**src/rtl/frv_mmio_bridge.sv**
```systemverilog
// Core-to-timer MMIO bridge: request/response channel to single-cycle MMIO command.
// Define FRV_MMIO_SUBWORD_EN to enable read-modify-write for partial-strobe writes.
module frv_mmio_bridge #(
    parameter logic [31:0] MMIO_BASE_ADDR = 32'h0000_1000,
    parameter logic [31:0] MMIO_BASE_MASK = 32'hFFFF_F000
) (
    input  logic        g_clk,
    input  logic        g_reset,
    input  logic        req_valid,
    output logic        req_ready,
    input  logic [31:0] req_addr,
    input  logic        req_wen,
    input  logic [3:0]  req_strb,
    input  logic [31:0] req_wdata,
    output logic        rsp_valid,
    input  logic        rsp_ready,
    output logic [31:0] rsp_rdata,
    output logic        rsp_error,
    output logic        mmio_en,
    output logic        mmio_wen,
    output logic [31:0] mmio_addr,
    output logic [31:0] mmio_wdata,
    input  logic [31:0] mmio_rdata,
    input  logic        mmio_error
);

    typedef enum logic [2:0] {
        S_IDLE,
        S_ACC,
        S_WAIT,
        S_RD,
        S_RWAIT,
        S_WR,
        S_RESP
    } state_t;

    state_t      r_state;
    logic        r_req_ready;
    logic        r_rsp_valid;
    logic [31:0] r_rsp_rdata;
    logic        r_rsp_error;
    logic        r_mmio_en;
    logic        r_mmio_wen;
    logic [31:0] r_addr;
    logic [31:0] r_wdata;
    logic        r_wen;

    logic        w_accept;
    logic        w_hit;
    logic        w_full;
    logic        w_none;

    assign w_accept = req_valid && r_req_ready;
    assign w_hit    = ((req_addr & MMIO_BASE_MASK) == (MMIO_BASE_ADDR & MMIO_BASE_MASK))
                   && (req_addr[1:0] == 2'b00);
    assign w_full   = (req_strb == 4'hF);
    assign w_none   = (req_strb == 4'h0);

`ifdef FRV_MMIO_SUBWORD_EN
    logic [3:0]  r_strb;
    logic [31:0] w_merged;

    // Strobed bytes come from the new data, the rest from the value just read.
    always_comb begin
        w_merged = mmio_rdata;
        for (int i = 0; i < 4; i++) begin
            if (r_strb[i]) begin
                w_merged[8*i +: 8] = r_wdata[8*i +: 8];
            end
        end
    end
`endif

    always_ff @(posedge g_clk) begin
        if (g_reset) begin
            r_state     <= S_IDLE;
            r_req_ready <= 1'b1;
            r_rsp_valid <= 1'b0;
            r_rsp_rdata <= 32'h0;
            r_rsp_error <= 1'b0;
            r_mmio_en   <= 1'b0;
            r_mmio_wen  <= 1'b0;
            r_addr      <= 32'h0;
            r_wdata     <= 32'h0;
            r_wen       <= 1'b0;
`ifdef FRV_MMIO_SUBWORD_EN
            r_strb      <= 4'h0;
`endif
        end else begin
            r_mmio_en  <= 1'b0;
            r_mmio_wen <= 1'b0;
            unique case (r_state)
                S_IDLE: begin
                    if (w_accept) begin
                        r_addr      <= req_addr;
                        r_wen       <= req_wen;
                        r_wdata     <= req_wdata;
`ifdef FRV_MMIO_SUBWORD_EN
                        r_strb      <= req_strb;
`endif
                        r_req_ready <= 1'b0;
                        r_rsp_rdata <= 32'h0;
                        if (!w_hit) begin
                            r_state     <= S_RESP;
                            r_rsp_valid <= 1'b1;
                            r_rsp_error <= 1'b1;
                        end else if (!req_wen || w_full) begin
                            r_state    <= S_ACC;
                            r_mmio_en  <= 1'b1;
                            r_mmio_wen <= req_wen;
                        end else if (w_none) begin
                            r_state     <= S_RESP;
                            r_rsp_valid <= 1'b1;
                            r_rsp_error <= 1'b0;
                        end else begin
`ifdef FRV_MMIO_SUBWORD_EN
                            r_state   <= S_RD;
                            r_mmio_en <= 1'b1;
`else
                            r_state     <= S_RESP;
                            r_rsp_valid <= 1'b1;
                            r_rsp_error <= 1'b1;
`endif
                        end
                    end
                end
                S_ACC: begin
                    r_state <= S_WAIT;
                end
                S_WAIT: begin
                    r_state     <= S_RESP;
                    r_rsp_valid <= 1'b1;
                    r_rsp_error <= mmio_error;
                    r_rsp_rdata <= r_wen ? 32'h0 : mmio_rdata;
                end
                S_RD: begin
                    r_state <= S_RWAIT;
                end
                S_RWAIT: begin
`ifdef FRV_MMIO_SUBWORD_EN
                    if (mmio_error) begin
                        r_state     <= S_RESP;
                        r_rsp_valid <= 1'b1;
                        r_rsp_error <= 1'b1;
                        r_rsp_rdata <= 32'h0;
                    end else begin
                        r_wdata    <= w_merged;
                        r_state    <= S_WR;
                        r_mmio_en  <= 1'b1;
                        r_mmio_wen <= 1'b1;
                    end
`else
                    r_state     <= S_IDLE;
                    r_req_ready <= 1'b1;
`endif
                end
                S_WR: begin
                    r_state <= S_WAIT;
                end
                S_RESP: begin
                    if (rsp_ready) begin
                        r_state     <= S_IDLE;
                        r_req_ready <= 1'b1;
                        r_rsp_valid <= 1'b0;
                        r_rsp_error <= 1'b0;
                        r_rsp_rdata <= 32'h0;
                    end
                end
                default: begin
                    r_state     <= S_IDLE;
                    r_req_ready <= 1'b1;
                end
            endcase
        end
    end

    assign req_ready  = r_req_ready;
    assign rsp_valid  = r_rsp_valid;
    assign rsp_rdata  = r_rsp_rdata;
    assign rsp_error  = r_rsp_error;
    assign mmio_en    = r_mmio_en;
    assign mmio_wen   = r_mmio_wen;
    assign mmio_addr  = r_addr;
    assign mmio_wdata = r_wdata;

endmodule
```
**config.mk**
```make
export PLATFORM = sky130hd
export DESIGN_NAME = frv_mmio_bridge
export DESIGN_NICKNAME = d
export VERILOG_FILES = /design/src/rtl/frv_mmio_bridge.sv
export SDC_FILE = /design/constraint.sdc
export NUM_CORES = 1
export LEC_CHECK = 0
export CELL_PAD_IN_SITES_DETAIL_PLACEMENT = 2
export CELL_PAD_IN_SITES_GLOBAL_PLACEMENT = 2
export CORE_UTILIZATION = 33
export DETAILED_ROUTE_END_ITERATION = 6
export DONT_BUFFER_PORTS = 1
export GPL_ROUTABILITY_DRIVEN = 0
export PLACE_DENSITY_LB_ADDON = 0.1
export RECOVER_POWER = 50
export SETUP_SLACK_MARGIN = 0.5
export SLEW_MARGIN = 0
export SYNTH_ARGS = -nofsm -noshare
export SYNTH_HDL_FRONTEND = slang
export SYNTH_SLANG_ARGS = --single-unit
export TNS_END_PERCENT = 30
```
**constraint.sdc**
```tcl
create_clock -name g_clk -period 2.08 [get_ports g_clk]
set_input_delay 0.416 -clock g_clk [delete_from_list [all_inputs] [get_ports g_clk]]
set_output_delay 0.416 -clock g_clk [all_outputs]
set_load 0.1 [all_outputs]
```
Word level (Yosys, flattened, before mapping) --
Cells that the tools add are included.
Word-level totals: register bits 105, output and inout port bits 101, input port bits 106, word-level logic and storage cells 65
Cells by class: multiplexer cells 23, reductions and logical operators 17, bitwise logic cells 5, equal/unequal tests 10
Operators with widths (number):
- 32-bit two-way mux | 3
- 32-bit case mux with 3 select lines | 1
- 20-bit by 1-bit equality test with 1-bit output, second input constant | 1
- 3-bit case mux with 5 select lines | 1
- 3-bit two-way mux | 4
- 1-bit two-way mux | 11
- 1-bit case mux with 3 select lines | 3
- 4-bit OR reduction | 2
- 3-bit by 2-bit equality test with 1-bit output, second input constant | 2
- 3-bit equality test, second input constant | 2
- 3-bit AND reduction | 2
- 1-bit NOT | 5
- 5-bit OR reduction | 1
- 4-bit equality test, second input constant | 1
- 4-bit logical NOT | 1
- 2-bit != test, second input constant | 2
- 2-bit AND reduction | 2
- 4-bit AND reduction | 1
- 3-bit by 1-bit equality test with 1-bit output, second input constant | 1
- 3-bit logical NOT | 1
- 3-bit != test, second input constant | 1
- 3-bit nonzero test | 1
- 1-bit logical AND | 2
- 2-bit logical NOT | 1
- other kinds (3) | 3

Longest topological paths before layout --
depth after elaboration 6, gate-level depth with buffers 7, depth with buffers taken out 5

Worst setup path after synthesis --
Ideal clock, no wire load.
path kind register to register, from register r_req_ready, in the netlist req_ready, to register r_addr[0], in the netlist mmio_addr[0], library setup time 132 ps, path slack -7 ps, cell stages (with the launch flop) 8, arrival time 1955 ps, path buffers 3, period minus slack after synthesis 2087 ps, data required time 1948 ps, cells stage by stage dfxtp_1 > nand2_1 > or2_1 > clkbuf_1 > buf_6 > buf_2 > nand2_1 > a21oi_1
On the way: word-level cells in the longest chain between the ends 2
RTL lines:
- start: declaration | line 38 | logic r_req_ready;
- start signal: assignment | line 77 | r_req_ready <= 1'b1;
- start signal: assignment | line 101 | r_req_ready <= 1'b0;
- start signal: assignment | line 154 | r_req_ready <= 1'b1;
- 1-bit logical AND | line 53 | assign w_accept = req_valid && r_req_ready;
- 2-bit AND reduction (no line)
- end signal: assignment | line 95 | r_addr <= req_addr;
- end: declaration | line 44 | logic [31:0] r_addr;
Every way passes these cells. A chain may end at the register's enable or synchronous reset.

Worst setup path after layout --
from input port req_addr[30], to register r_rsp_valid, in the netlist rsp_valid
On the way: word-level cells in the longest chain between the ends 5, elaborated cells between the ends (all ways) 7, those cells by class eq/ne: 2; mux: 3; reduce/logical: 2
RTL lines:
- start: declaration | line 11 | input logic [31:0] req_addr,
- 20-bit by 1-bit equality test with 1-bit output * | line 54 | assign w_hit = ((req_addr & MMIO_BASE_MASK) == (MMIO_BASE_ADDR & MMIO_BASE_MASK))
- 1-bit logical AND * | line 55 | && (req_addr[1:0] == 2'b00);
- 1-bit two-way mux | line 103 | if (!w_hit) begin
- 1-bit two-way mux | line 94 | if (w_accept) begin
- 1-bit case mux with 3 select lines | line 92 | unique case (r_state)
- end signal: assignment | line 105 | r_rsp_valid <= 1'b1;
- end signal: assignment | line 113 | r_rsp_valid <= 1'b1;
- end signal: assignment | line 121 | r_rsp_valid <= 1'b1;
- end: declaration | line 39 | logic r_rsp_valid;
Every way passes the cells marked *; elsewhere a longest branch is shown, timed or not. The select of a mux whose other input is x is not followed.

==> flow_metrics.env <==
export IMPL_io_buffers=0
export IMPL_final_core_util=0.4422
export IMPL_peakVddDrop_uv=373.1
export IMPL_worstMarginPinSlew_ns=0.6081
export IMPL_clock_latency_ns=0.35
export IMPL_drt_iter0_markers=160
export IMPL_cts_root_buf="clkbuf_16"
export IMPL_synth_area_um2=3722
export IMPL_fin_area_um2=4836
export IMPL_synth_ff_type="dfxtp_1"
export IMPL_synth_area_leaders="dfxtp_1 56%, nand2_1 14%, a21oi_1 9.4%"
export IMPL_nets=648
export IMPL_syn_nets=552
export IMPL_synth_edf_count=0
export IMPL_placed_cell_area_um2=4606
export IMPL_swShare=0.3926
export IMPL_grt_overflow=0
export IMPL_path_buf_inv=0
export IMPL_hold_class="primary input to flip-flop"
export IMPL_crit_path_start_kind="primary input"
export IMPL_die_area_um2=11710
export IMPL_synth_common_cells="135 x nand2_1, 105 x dfxtp_1, 70 x a21oi_1, 36 x nor2_1, 32 x a22oi_1"
export IMPL_antenna_found_initial=0
export IMPL_outcome="finished, final reports clean"
export IMPL_holdPathStages=1
export IMPL_cp_required_ns=2.32
export IMPL_setup_violations=0
export IMPL_route_detailed_wl_per_inst_um=19.41
export IMPL_num_antenna_cells=0
export IMPL_yosys_area_top_type="dfxtp_1"
export IMPL_cts_htree_levels=3
export IMPL_path_delay_family="simple AND/OR/NAND/NOR gates"
export IMPL_track_usage=0.2122
export IMPL_max_stage_delay_ns=0.52
export IMPL_placedCellCount=660
export IMPL_cts_tree="yes"
export IMPL_layout_drive_gt1_share=0.2651
export IMPL_remaining_drc_errors=0
export IMPL_grt_pass1_vias=3757
export IMPL_seqPwrFrac=0.391
export IMPL_worst_path_max_fanout=5
export IMPL_hold_viol_final=0
export IMPL_powerDensity_nw_per_um2=1166
export IMPL_power_internal_mw=3.426
export IMPL_ios=207
export IMPL_p_leak_nw=2.025
export IMPL_tns_ns=0
export IMPL_cts_max_path_buffers=2
export IMPL_post_route_min_period_ns=1.819
export IMPL_via_per_inst=5.185
export IMPL_clock_sinks=105
export IMPL_slew_headroom=0.5946
export IMPL_synth_cell_types=31
export IMPL_ys_seq_area_frac=0.5647
export IMPL_fmax_mhz=549.7
export IMPL_worstSetupPathType="primary input to flip-flop"
export IMPL_routed_wirelength_um=13330
export IMPL_dp_final_hpwl_um=8443
export IMPL_final_fill_count=1245
export IMPL_netlist_instances=446
export IMPL_yosysTopAreaCellShare=0.5647
export IMPL_cp_slowest_cell="or4_4"
export IMPL_cts_hold_buf=0
export IMPL_area_growth_pct=29.92
export IMPL_async_flop_share=0
export IMPL_ant_nets=0
export IMPL_die_h_um=108.2
export IMPL_die_w_um=108.2
export IMPL_layoutNonFillerInstCount=687
export IMPL_synth_seq_cells=105
export IMPL_grt_max_degree=106
export IMPL_worst_clock_skew_ns=0.009512
export IMPL_maxCapViolCount=0
export IMPL_rows=38
export IMPL_crit_chain="or4_4 > nor3_1 > nand3_4 > o21ba_2 > o21a_1"
export IMPL_finalMaxSlewViolations=0
export IMPL_grt_pass1_wl_um=19040
export IMPL_power_frac_comb=0.305
export IMPL_ys_warn_count=0
export IMPL_period_share=0.8746
export IMPL_worst_path_stages=5
export IMPL_core_area_um2=10940
export IMPL_cp_end_kind="flip-flop"
export IMPL_r2r_cells=5
export IMPL_clkTransAtPathRegs_ns=0.07
export IMPL_postSynthAreaPerCell_um2=8.346
export IMPL_grt_setup_unrepaired="true"
export IMPL_power_switching_mw=2.214
export IMPL_vias=3562
export IMPL_start_util=0.3404
export IMPL_cts_buffers=9
export IMPL_drt_first_pass_iters=4
export IMPL_clkPwrFrac=0.304
export IMPL_worstPathArrival_ns=2.06
export IMPL_synth_most_common_cell="nand2_1"
==> registers in the layout, indices dropped and copies added (netlist names) <==
signal,cells
mmio_addr,32
mmio_wdata,32
rsp_rdata,32
r_state,3
mmio_en,1
mmio_wen,1
r_wen,1
req_ready,1
rsp_error,1
rsp_valid,1
==> power by group through the flow <==
stage	clock [mW]	sequential, mW	combinational [mW]
3_5_place_dp	0	2.25	1.68
3_3_place_gp	0	2.24	1.65
2_1_floorplan	0	3.24	0.374
5_1_grt	1.84	2.22	1.80
4_1_cts	1.75	2.21	1.74
6_report	1.72	2.20	1.72
==> repair_timing <==
action                     in CTS  in global routing
pin swaps                       1                  3
cloned                          2                  5
setup endpoints to repair      85                 70
resized for setup               5                 10
setup buffers                   1                  3
==> stage by stage <==
stage | power [mW] | hold slack, ns | setup WS, ns
after floorplan | 3.614 | 0.4365 | 0.3563
after global placement | 3.892 | 0.4367 | 0.1936
after global routing | 5.860 | 0.1305 | 0.2632
after CTS | 5.690 | 0.1291 | 0.4621
final | 5.641 | 0.1304 | 0.2608
after detailed placement | 3.936 | 0.4470 | 0.1402
==> final timing paths <==
kind	start	endpoint	slack [ns]
min reg2reg	mmio_addr[0]	mmio_addr[0]	0.46
max reg2reg	r_state[1]	mmio_addr[28]	0.47
min	g_reset	mmio_addr[14]	0.13
max	req_addr[30]	rsp_valid	0.26
==> worst reg2reg max path: cells and delay by family (launching register included) <==
family                 cells  cell delay, ns
AND/OR/NAND/NOR            3            0.84
buffers and inverters      1            0.17
AO/OA/AOI/OAI              1            0.10
flip-flops                 1            0.39
==> final cells by class <==
type | instances | area [um2] | area share
Tap cell | 140 | 175.2 | 0.03622
Multi-Input combinational cell | 308 | 1510 | 0.3123
Sequential cell | 105 | 2107 | 0.4357
Clock buffer | 10 | 239.0 | 0.04942
Timing Repair Buffer | 118 | 747.0 | 0.1545
Clock inverter | 6 | 57.56 | 0.01190
==> layer usage <==
| metal | wire [um] | track usage |
|---|---|---|
| met1 | 5360 | 0.2287 |
| met2 | 6839 | 0.3917 |
| met3 | 894 | 0.05485 |
| met4 | 240 | 0.08513 |
| met5 | 0 | 0 |
==> layout by cell type (no fill, tap or decap), types with 2 or more instances in the layout <==
cell         n
a21oi_1     70
a22oi_1     32
buf_12       3
buf_4        8
buf_6        5
clkbuf_16   12
clkbuf_2    99
clkinv_2     4
dfxtp_1    103
nand2_1    135
nand2b_1     6
nand4_1      2
nor2_1      35
nor3_1       4
nor4_1       3
==> logic make-up (layout without fill, tap and decap cells) <==
logic type / count (synthesis) / count (layout) / share of synthesized area
multiplexers: 1 / 1 / 0.002689
AND/OR/NAND/NOR: 196 / 197 / 0.2175
flip-flops: 105 / 105 / 0.5647
buffers and inverters: 34 / 134 / 0.04034
AO/OA/AOI/OAI: 110 / 110 / 0.1748
No activity file was read; power rests on OpenSTA's default activity.
